===== config.mk =====
export PLATFORM = sky130hd
export DESIGN_NAME = ecg_rate_timer
export DESIGN_NICKNAME = d
export VERILOG_FILES = /design/src/rtl/ecg_rate_timer.sv
export SDC_FILE = /design/constraint.sdc
export NUM_CORES = 1
export LEC_CHECK = 0
export CORE_AREA = 8 8 92 94
export DETAILED_ROUTE_END_ITERATION = 7
export DIE_AREA = 0 0 100 102
export GPL_TIMING_DRIVEN = 0
export PLACE_DENSITY = 0.78
export SLEW_MARGIN = 20
export SYNTH_ARGS = -nofsm -noshare
export SYNTH_HDL_FRONTEND = slang
export SYNTH_SLANG_ARGS = --single-unit

===== constraint.sdc =====
create_clock -name clk -period 2.2 [get_ports clk]
set_input_delay 0.44 -clock clk [delete_from_list [all_inputs] [get_ports clk]]
set_output_delay 0.44 -clock clk [all_outputs]
set_load 0.01 [all_outputs]

===== src/rtl/ecg_rate_timer.sv =====
// ecg_rate_timer: converts a 12-bit heart-rate reload word into a sample
// strobe, a wrapping waveform ROM address and a beat-start pulse. A new
// reload word is applied only at a beat boundary while running, or at once
// while stopped.
// Optional build macro ECG_BEAT_LED_EN adds the beat_led output.
module ecg_rate_timer #(
  parameter int unsigned PRESCALE    = 100,
  parameter int unsigned ADDR_W      = 9,
  parameter int unsigned NUM_SAMPLES = 500,
  parameter int unsigned RESET_LOAD  = 3592
) (
  input  logic              clk,
  input  logic              rst_n,
  input  logic              en,
  input  logic [11:0]       load,
  output logic              sample_tick,
  output logic [ADDR_W-1:0] sample_addr,
  output logic              beat_start,
`ifdef ECG_BEAT_LED_EN
  output logic              beat_led,
`endif
  output logic              load_applied
);

  localparam int unsigned       PRE_W      = (PRESCALE > 1) ? $clog2(PRESCALE) : 1;
  localparam logic [PRE_W-1:0]  PRE_LAST   = PRE_W'(PRESCALE - 1);
  localparam logic [ADDR_W-1:0] ADDR_LAST  = ADDR_W'(NUM_SAMPLES - 1);
  localparam logic [11:0]       RST_RAW    = 12'(RESET_LOAD);
  // A reload word of 0 behaves as 1, including the reset value.
  localparam logic [11:0]       RST_EFF    = (RST_RAW == 12'd0) ? 12'd1 : RST_RAW;

  logic [11:0]       sync1_q, sync1_d, sync2_q, sync2_d;
  logic [11:0]       pend_q, pend_d;
  logic              pend_valid_q, pend_valid_d;
  logic [11:0]       active_q, active_d;
  logic [11:0]       cnt_q, cnt_d;
  logic [PRE_W-1:0]  pre_q, pre_d;
  logic [ADDR_W-1:0] addr_q, addr_d;
  logic              tick_q, tick_d;
  logic              beat_q, beat_d;
  logic              applied_q, applied_d;

  logic              stable;
  logic [11:0]       stable_eff;
  logic              pre_tick;

  // Next-state logic: capture filter, prescaler, period counter, address, rate change.
  always_comb begin
    sync1_d      = load;
    sync2_d      = sync1_q;
    pend_d       = pend_q;
    pend_valid_d = pend_valid_q;
    active_d     = active_q;
    cnt_d        = cnt_q;
    pre_d        = pre_q;
    addr_d       = addr_q;
    tick_d       = 1'b0;
    beat_d       = 1'b0;
    applied_d    = 1'b0;

    stable     = (sync1_q == sync2_q);
    stable_eff = (sync2_q == 12'd0) ? 12'd1 : sync2_q;
    pre_tick   = (pre_q == PRE_LAST);

    if (en) begin
      pre_d = pre_tick ? '0 : pre_q + 1'b1;
      if (pre_tick) begin
        if (cnt_q == 12'd1) begin
          tick_d = 1'b1;
          cnt_d  = active_q;
          if (addr_q == ADDR_LAST) begin
            addr_d = '0;
            beat_d = 1'b1;
            if (pend_valid_q) begin
              active_d  = pend_q;
              cnt_d     = pend_q;
              applied_d = 1'b1;
            end
          end else begin
            addr_d = addr_q + 1'b1;
          end
        end else begin
          cnt_d = cnt_q - 12'd1;
        end
      end
    end else if (pend_valid_q) begin
      active_d  = pend_q;
      cnt_d     = pend_q;
      applied_d = 1'b1;
    end

    // Compared against the post-update active value so a word captured on the
    // same edge as an apply is judged against the new rate, not the old one.
    if (stable) begin
      pend_d       = stable_eff;
      pend_valid_d = (stable_eff != active_d);
    end else if (applied_d) begin
      pend_valid_d = 1'b0;
    end
  end

  // State registers with asynchronous active-low reset.
  always_ff @(posedge clk or negedge rst_n) begin
    if (!rst_n) begin
      sync1_q      <= RST_RAW;
      sync2_q      <= RST_RAW;
      pend_q       <= '0;
      pend_valid_q <= 1'b0;
      active_q     <= RST_EFF;
      cnt_q        <= RST_EFF;
      pre_q        <= '0;
      addr_q       <= '0;
      tick_q       <= 1'b0;
      beat_q       <= 1'b0;
      applied_q    <= 1'b0;
    end else begin
      sync1_q      <= sync1_d;
      sync2_q      <= sync2_d;
      pend_q       <= pend_d;
      pend_valid_q <= pend_valid_d;
      active_q     <= active_d;
      cnt_q        <= cnt_d;
      pre_q        <= pre_d;
      addr_q       <= addr_d;
      tick_q       <= tick_d;
      beat_q       <= beat_d;
      applied_q    <= applied_d;
    end
  end

  assign sample_tick  = tick_q;
  assign sample_addr  = addr_q;
  assign beat_start   = beat_q;
  assign load_applied = applied_q;

`ifdef ECG_BEAT_LED_EN
  localparam int unsigned LED_HOLD = NUM_SAMPLES / 8;
  localparam int unsigned LED_W    = (LED_HOLD > 0) ? $clog2(LED_HOLD + 1) : 1;

  logic             led_q, led_d;
  logic [LED_W-1:0] led_cnt_q, led_cnt_d;

  // LED hold: (re)start on each beat, count down on the following sample ticks.
  always_comb begin
    led_d     = led_q;
    led_cnt_d = led_cnt_q;
    if (beat_d && (LED_HOLD != 0)) begin
      led_d     = 1'b1;
      led_cnt_d = LED_W'(LED_HOLD);
    end else if (tick_d && led_q) begin
      if (led_cnt_q <= LED_W'(1)) begin
        led_d     = 1'b0;
        led_cnt_d = '0;
      end else begin
        led_cnt_d = led_cnt_q - 1'b1;
      end
    end
  end

  // LED registers.
  always_ff @(posedge clk or negedge rst_n) begin
    if (!rst_n) begin
      led_q     <= 1'b0;
      led_cnt_q <= '0;
    end else begin
      led_q     <= led_d;
      led_cnt_q <= led_cnt_d;
    end
  end

  assign beat_led = led_q;
`endif

endmodule


==> results.md, run 1 <==
- Post-synth top area cell: dfrtp_1
- Clk_skew: 0.0142 ns
- Post-synthesis sequential area ratio: 50.2%
- Fillers: 550
- Crit path launch type: flip-flop
- Final setup vio count: 0
- Nets@finish: approximately 430
- Core area: 7060 um2
- Root Buffer: clkbuf_8
- Clock Latency Late Sink: between 0.3 and 0.4 ns
- Chip height: roughly 100 um
- Ys Warns: 0
- Actual slew at the worst max-slew pin: ~0.56 ns
- Final Max Tran Viols: 0
- Total chip power: around 0.0031 W
- Synthesized instance count: 365
- Die footprint: 10,200 um2
- Count of cell types in the netlist: 49
- HPWL Detailed: 6.13 mm
- Post-synth top area share: 39.8%
- Number of synthesized flops with an enable pin: 0
- Worst path max stage delay: 0.48 ns
- Vias: approximately 3,000
- DR DRC count: 0
- GRT Total Usage: between 15 and 20%
- Largest net degree at the start of global routing: 48
- WL final: 8.70 mm
- Crit end category: flip-flop
- Fin. Hold Viols: 0
- DRT Pass-1 Iters: 5
- Clock Tree Buf Depth: 2
- Number of antenna cells inserted: 0
- Hold slack final: a little over 0.04 ns
- Seq cells post-synth: 80
- DRT iter0 DRCs: 238
- Max-slew headroom: 62.8%
- Maxcap violations: 0
- CTS buffer count: 9
- GPL Wtd Cong: 0.915
- Post-detailed-route count of antenna-violating nets: 0
- Die W: 100 um
- CTS HTree Levels: 3
- Worst hold-check path type: in -> async
- Dpl cells: 490
- Area grow syn2layout: 18.8%
- RSZ-0062 raised after global routing: yes
- LEAKAGE: 2.14 nW
- Pwr per Cell Area: approximately 640 nW/um2
- Reg clk slew, reported paths: 0.08 ns
- Layout cells sized above 1: 24.2%
- TritonCTS clock tree: yes
- Post-route cell area: about 4800 um2
- Routed wire length per instance: 16.9 um
- Mapped Area: between 4000 and 5000 um2
- Most frequent cell after synthesis: dfrtp_1
- Critical Path, Cell by Cell: nor4_4, nand4_4, o31a_1, mux2_4, xnor2_2, a31oi_1
- Vias in the first global route: just under 3,000
- DP Area: approximately 4400 um2
- Final min period: 2.11 ns
- Worst Path Max Fanout: 6
- Outcome: complete, no violations
- I/O pin count: 27
- Placement Rows: 31
- Initial antenna violation count: 0
- Hold_buf cts: 0
- Tcrit/Tclk final: a little over nine tenths
- Syn_nets: 384
- GR Overflow Total: 0
- CP max-delay cell: dfrtp_2
- Async set or reset register ratio after synthesis: 100%
- Layout Cells excl Fill: 516
- Global-route wire length before repair: 14.3 mm
- Avg Vias per Cell: 5.77
- CP Data Required Time: 2.43 ns
- Primary FF master, synth: dfrtp_1
- Port Buffers: 25
- Crit path DAT: 2.34 ns
- Top post-synthesis cells by count: dfrtp_1, nand2_1, mux2_2, xor2_1, xnor2_1
- Worst Setup Path Type: reg -> reg
- Clk sink count: 80
- Post-Syn Area per Cell: 11.0 um2
- Fmax: roughly 470 MHz
- Initial Util: between 50% and 60%
- Max VDD drop: 0.442 mV
- Ranking of synthesized cells by area: dfrtp_1, dfstp_2, mux2_2, xor2_1, xnor2_1
==> power breakdown <==
group / switching [W] / internal (W)
Clock: 0.000512 / 0.000436
Sequential: 0.000176 / 0.00160
Combinational: 0.000157 / 0.000195
Total: 0.000845 / 0.00223
==> repair_timing <==
| item | 4_1_cts | 5_1_grt |
|---|---|---|
| setup buffers | 2 | 8 |
| pin swaps | 4 | 6 |
| resized for setup | 8 | 22 |
| setup endpoints to repair | 18 | 28 |
==> layout make-up <==
class | count | area, um2 | area share, %
inverters | 8 | 30.0 | 0.628
multi-input cells | 263 | 2010 | 42.0
clock buffers | 12 | 145 | 3.04
plain buffers | 14 | 75.1 | 1.57
repair buffers | 36 | 350 | 7.33
clock inverters | 4 | 22.5 | 0.471
well taps | 99 | 124 | 2.59
flip-flops and latches | 80 | 2030 | 42.4
==> worst paths after layout <==
path	slack (ns)	cells after the start	to	startpoint
max	0.09	6	pend_valid_q	cnt_q[2]
min	0.04	1	sync2_q[4]	rst_n
max reg2reg	0.09	6	pend_valid_q	cnt_q[2]
min reg2reg	0.37	0	sync2_q[10]	sync1_q[10]
max in group asynchronous	1.53	2	sync2_q[3]	rst_n
min in group clk	0.37	0	sync2_q[10]	sync1_q[10]
==> flip-flops by register name, summed over array words and instances, names as in the netlist <==
name,flops
pre_q,7
pend_valid_q,1
active_q,12
cnt_q,12
beat_start,1
sample_addr,9
sync1_q,12
pend_q,12
sync2_q,12
load_applied,1
sample_tick,1
==> layout by cell type (no fill, tap or decap), types with 4 or more instances in the layout <==
master	count
nor4_1	6
nand3_1	11
nand4_1	9
clkbuf_1	8
dfrtp_1	60
mux2i_1	12
o21ai_0	12
nor2_1	12
nand2_1	37
a21o_1	4
xor2_1	25
nor2b_1	8
buf_2	4
a31oi_1	10
clkdlybuf4s50_1	24
o211ai_1	6
a211oi_1	9
mux2_2	26
buf_4	11
inv_1	7
dfrtp_2	4
clkbuf_8	10
dfstp_2	16
a21oi_1	7
xnor2_1	19
nor3_1	6
==> layer usage <==
layer  routed length (um)  track usage, %  part of all wire (%)  up-vias
met4                  174            8.02                   2.0        0
met3                  356            2.79                   4.1       18
met1                 4000            23.3                    46     1457
met5                    0               0                     0        -
met2                 4170            28.2                    48       90
li1                     -               -                     -     1410
==> critical path: cells and delay by family, from the launching register on <==
kind	cells	cell delay, ns
multiplexers	1	0.34
AND/OR/NAND/NOR	2	0.54
AO/OA/AOI/OAI	2	0.50
XOR/XNOR	1	0.14
flip-flops	1	0.48
==> through the flow <==
stage                     util, %  TNS [ns]  setup slack, ns
after floorplan                 -         0            0.103
final                        67.7         0           0.0855
after global placement       62.3   -147.59            -2.03
after global routing         67.7   -0.0320          -0.0271
after detailed placement     62.7    -0.553           -0.108
after CTS                    65.7  -0.00177         -0.00177
==> logic make-up after synthesis <==
logic type | share of synthesized area [%]
adder cells (fa/ha/maj) | 1.24
flip-flops | 50.2
buffers and inverters | 2.36
AO/OA/AOI/OAI | 10.6
XOR/XNOR | 9.79
AND/OR/NAND/NOR | 15.1
multiplexers | 10.6
(Power assumes the default switching activity.)
==> inputs of run 2 (changes only) <==
Settings changed: CAP_MARGIN set to 20.
==> results of run 2 <==
Final layout, timing and power as in run 1 (identical DEF).
==> inputs of run 3 (changes only) <==
Settings changed: CAP_MARGIN 20 to not set, CORE_AREA 8 8 92 94 to 8 8 85 102, DIE_AREA 0 0 100 102 to 0 0 93 110.
==> run 3 against run 2 <==
Compared with the run above: flip-flop and latch count did not move; critical path depth is the same; total power rose by 2.3%; wire length is 1.4% higher; cell count fell by 1.6%; clock power rose by 8%; sequential share of layout area grew 0.22 points; sequential power about the same; fmax shrank 3.6%; clock-buffer cell count fell by 3; non-clock buffer count up 1.
==> results.md, run 3 (synthesis results as in run 1) <==
- Crit path launch type: flip-flop (unchanged)
- Vias in the first global route: 2,950 (was 2,956)
- Final setup vio count: 0 (unchanged)
- Pwr per Cell Area: 662 nW/um2 (was 643 nW/um2)
- Worst hold-check path type: in -> async (unchanged)
- Post-route cell area: 4750 um2 (was 4780 um2)
- WP buf/inv: 0 (unchanged)
- Worst path max stage delay: 0.57 ns (was 0.48 ns)
- Chip height: 110 um (was 102 um)
- Outcome: complete, no violations (unchanged)
- GR Layer Usage met1: 22.6% (was 23.3%)
- Post-detailed-route count of antenna-violating nets: 0 (unchanged)
- GR Util met2: 29.5% (was 28.2%)
- Actual slew at the worst max-slew pin: 0.611 ns (was 0.558 ns)
- Routed wire length per instance: 17.4 um (was 16.9 um)
- GPL Wtd Cong: 0.907 (was 0.915)
- Initial antenna violation count: 0 (unchanged)
- Crit end category: flip-flop (unchanged)
- Die footprint: 10,200 um2 (about the same)
- CP delay by family, top: simple AND/OR/NAND/NOR gates (unchanged)
- Clock Tree Buf Depth: 2 (unchanged)
- Placement Rows: 34 (was 31)
- Final Max Tran Viols: 0 (unchanged)
- Storage cell area: 2020 um2 (was 2030 um2)
- Crit path DAT: 2.45 ns (was 2.34 ns)
- Fillers: 551 (was 550)
- Nets@finish: 432 (was 431)
- Critical Path, Cell by Cell: or4_4, or3_1, nor4_2, a22oi_1, o221ai_1, o21ai_0 (was nor4_4, nand4_4, o31a_1, mux2_4, xnor2_2, a31oi_1)
- Initial Util: 57.0% (about the same)
- Core area: 7060 um2 (about the same)
- Maxcap violations: 0 (unchanged)
- WL final: 8.82 mm (was 8.70 mm)
- I/O pin count: 27 (unchanged)
- CP Data Required Time: 2.45 ns (was 2.43 ns)
- CTS buffer count: 9 (unchanged)
- Commonest non-fill, non-tap cell in the layout: dfrtp_1 (unchanged)
- Dpl cells: 481 (was 490)
- Multi-input logic area: 1970 um2 (was 2010 um2)
- Number of antenna cells inserted: 0 (unchanged)
- Avg Vias per Cell: 5.97 (was 5.77)
- Layout cells sized above 1: 23.2% (was 24.2%)
- HPWL Detailed: 6.38 mm (was 6.13 mm)
- Tcrit/Tclk final: 99.7% (was 96.1%)
- Fmax: 456 MHz (was 473 MHz)
- DR DRC count: 0 (unchanged)
- Layout Cells excl Fill: 508 (was 516)
- Die W: 93 um (was 100 um)
- Fin. Hold Viols: 0 (unchanged)
- Max VDD drop: 0.531 mV (was 0.442 mV)
- Clk sink count: 80 (unchanged)
- TritonCTS clock tree: yes (unchanged)
- Worst Setup Path Type: reg -> reg (unchanged)
- Clk_skew: 0.00753 ns (was 0.0142 ns)
- CP max-delay cell: or4_4 (was dfrtp_2)
- RSZ-0062 raised after global routing: yes (unchanged)
- Largest net degree at the start of global routing: 44 (was 48)
- Max-slew headroom: 59.3% (was 62.8%)
- Final min period: 2.19 ns (was 2.11 ns)
- GRT Total Usage: 18.2% (was 17.7%)
- DP Area: 4410 um2 (was 4430 um2)
- GR Util met3: 3.59% (was 2.79%)
- Worst Path Max Fanout: 7 (was 6)
- Clock Latency Late Sink: 0.35 ns (about the same)
- Port Buffers: 25 (unchanged)
- GR Overflow Total: 0 (unchanged)
- Area grow syn2layout: 18.0% (was 18.8%)
- Global-route wire length before repair: 14.6 mm (was 14.3 mm)
- CTS HTree Levels: 3 (unchanged)
- Reg clk slew, reported paths: 0.09 ns (was 0.08 ns)
- Most frequent cells in the layout: dfrtp_1, nand2_1, mux2_2 (unchanged)
- LEAKAGE: 2.15 nW (was 2.14 nW)
- DRT Pass-1 Iters: 5 (unchanged)
- Global routing's busiest layer: met2 (unchanged)
- Hold_buf cts: 0 (unchanged)
- Vias: 3,034 (was 2,975)
- DRT iter0 DRCs: 264 (was 238)
- Root Buffer: clkbuf_8 (unchanged)
## run 3: changes by cell type in the layout (fill, tap and decap cells not counted), moves of 2 or more
cell / before / now
dfrtp_1: 60 / 62
inv_6: 0 / 3
clkbuf_2: 2 / 0
clkinv_2: 3 / 1
dfrtp_2: 4 / 2
nor3_2: 2 / 0
buf_4: 11 / 14
## run 3: repair_timing
action                     CTS  global route
resized for setup            4            14
pin swaps                    2             4
setup endpoints to repair   20            39
setup buffers                3             9
## run 3: worst paths after layout
check / startpoint / end / slack [ns] / cells after the start
setup / recovery: cnt_q[2] / cnt_q[11] / 0.006 / 6
hold / removal: rst_n / cnt_q[4] / 0.05 / 1
setup reg to reg: cnt_q[2] / cnt_q[11] / 0.006 / 6
hold reg to reg: sync1_q[3] / sync2_q[3] / 0.37 / 0
max in group asynchronous: rst_n / sync1_q[3] / 1.50 / 2
min in group clk: sync1_q[3] / sync2_q[3] / 0.37 / 0
## run 3: layer usage
| metal | vias up | part of all wire [%] |
|---|---|---|
| met2 | 121 | 51 |
| met4 | 0 | 2.1 |
| li1 | 1422 | - |
| met5 | - | 0 |
| met3 | 20 | 5.5 |
| met1 | 1471 | 41 |
## run 3: power breakdown
part	switching (W)	total, W	internal, W
clock	0.000588	0.00102	0.000431
sequential	0.000168	0.00177	0.00160
combinational	0.000163	0.000362	0.000199
## run 3: metrics by stage
stage | hold slack [ns] | power [W] | TNS [ns] | util, % | setup WS [ns]
CTS | 0.0573 | 0.00313 | -0.0282 | 65.6 | -0.0282
floorplan | 0.144 | 0.00197 | 0 | - | 0.103
detailed placement | 0.366 | 0.00211 | -1.41 | 62.4 | -0.164
global placement | 0.362 | 0.00208 | -151.12 | 62.2 | -2.07
finish | 0.0452 | 0.00315 | 0 | 67.3 | 0.00643
global route | 0.0761 | 0.00330 | -0.184 | 67.3 | -0.104
## run 3: layout make-up
type,count,share of cell area (%)
Buffer,13,1.37
Clock buffer,9,2.61
Clock inverter,7,1.34
Inverter,8,0.632
Multi-Input combinational cell,263,41.5
Sequential cell,80,42.6
Tap cell,90,2.37
Timing Repair Buffer,38,7.53
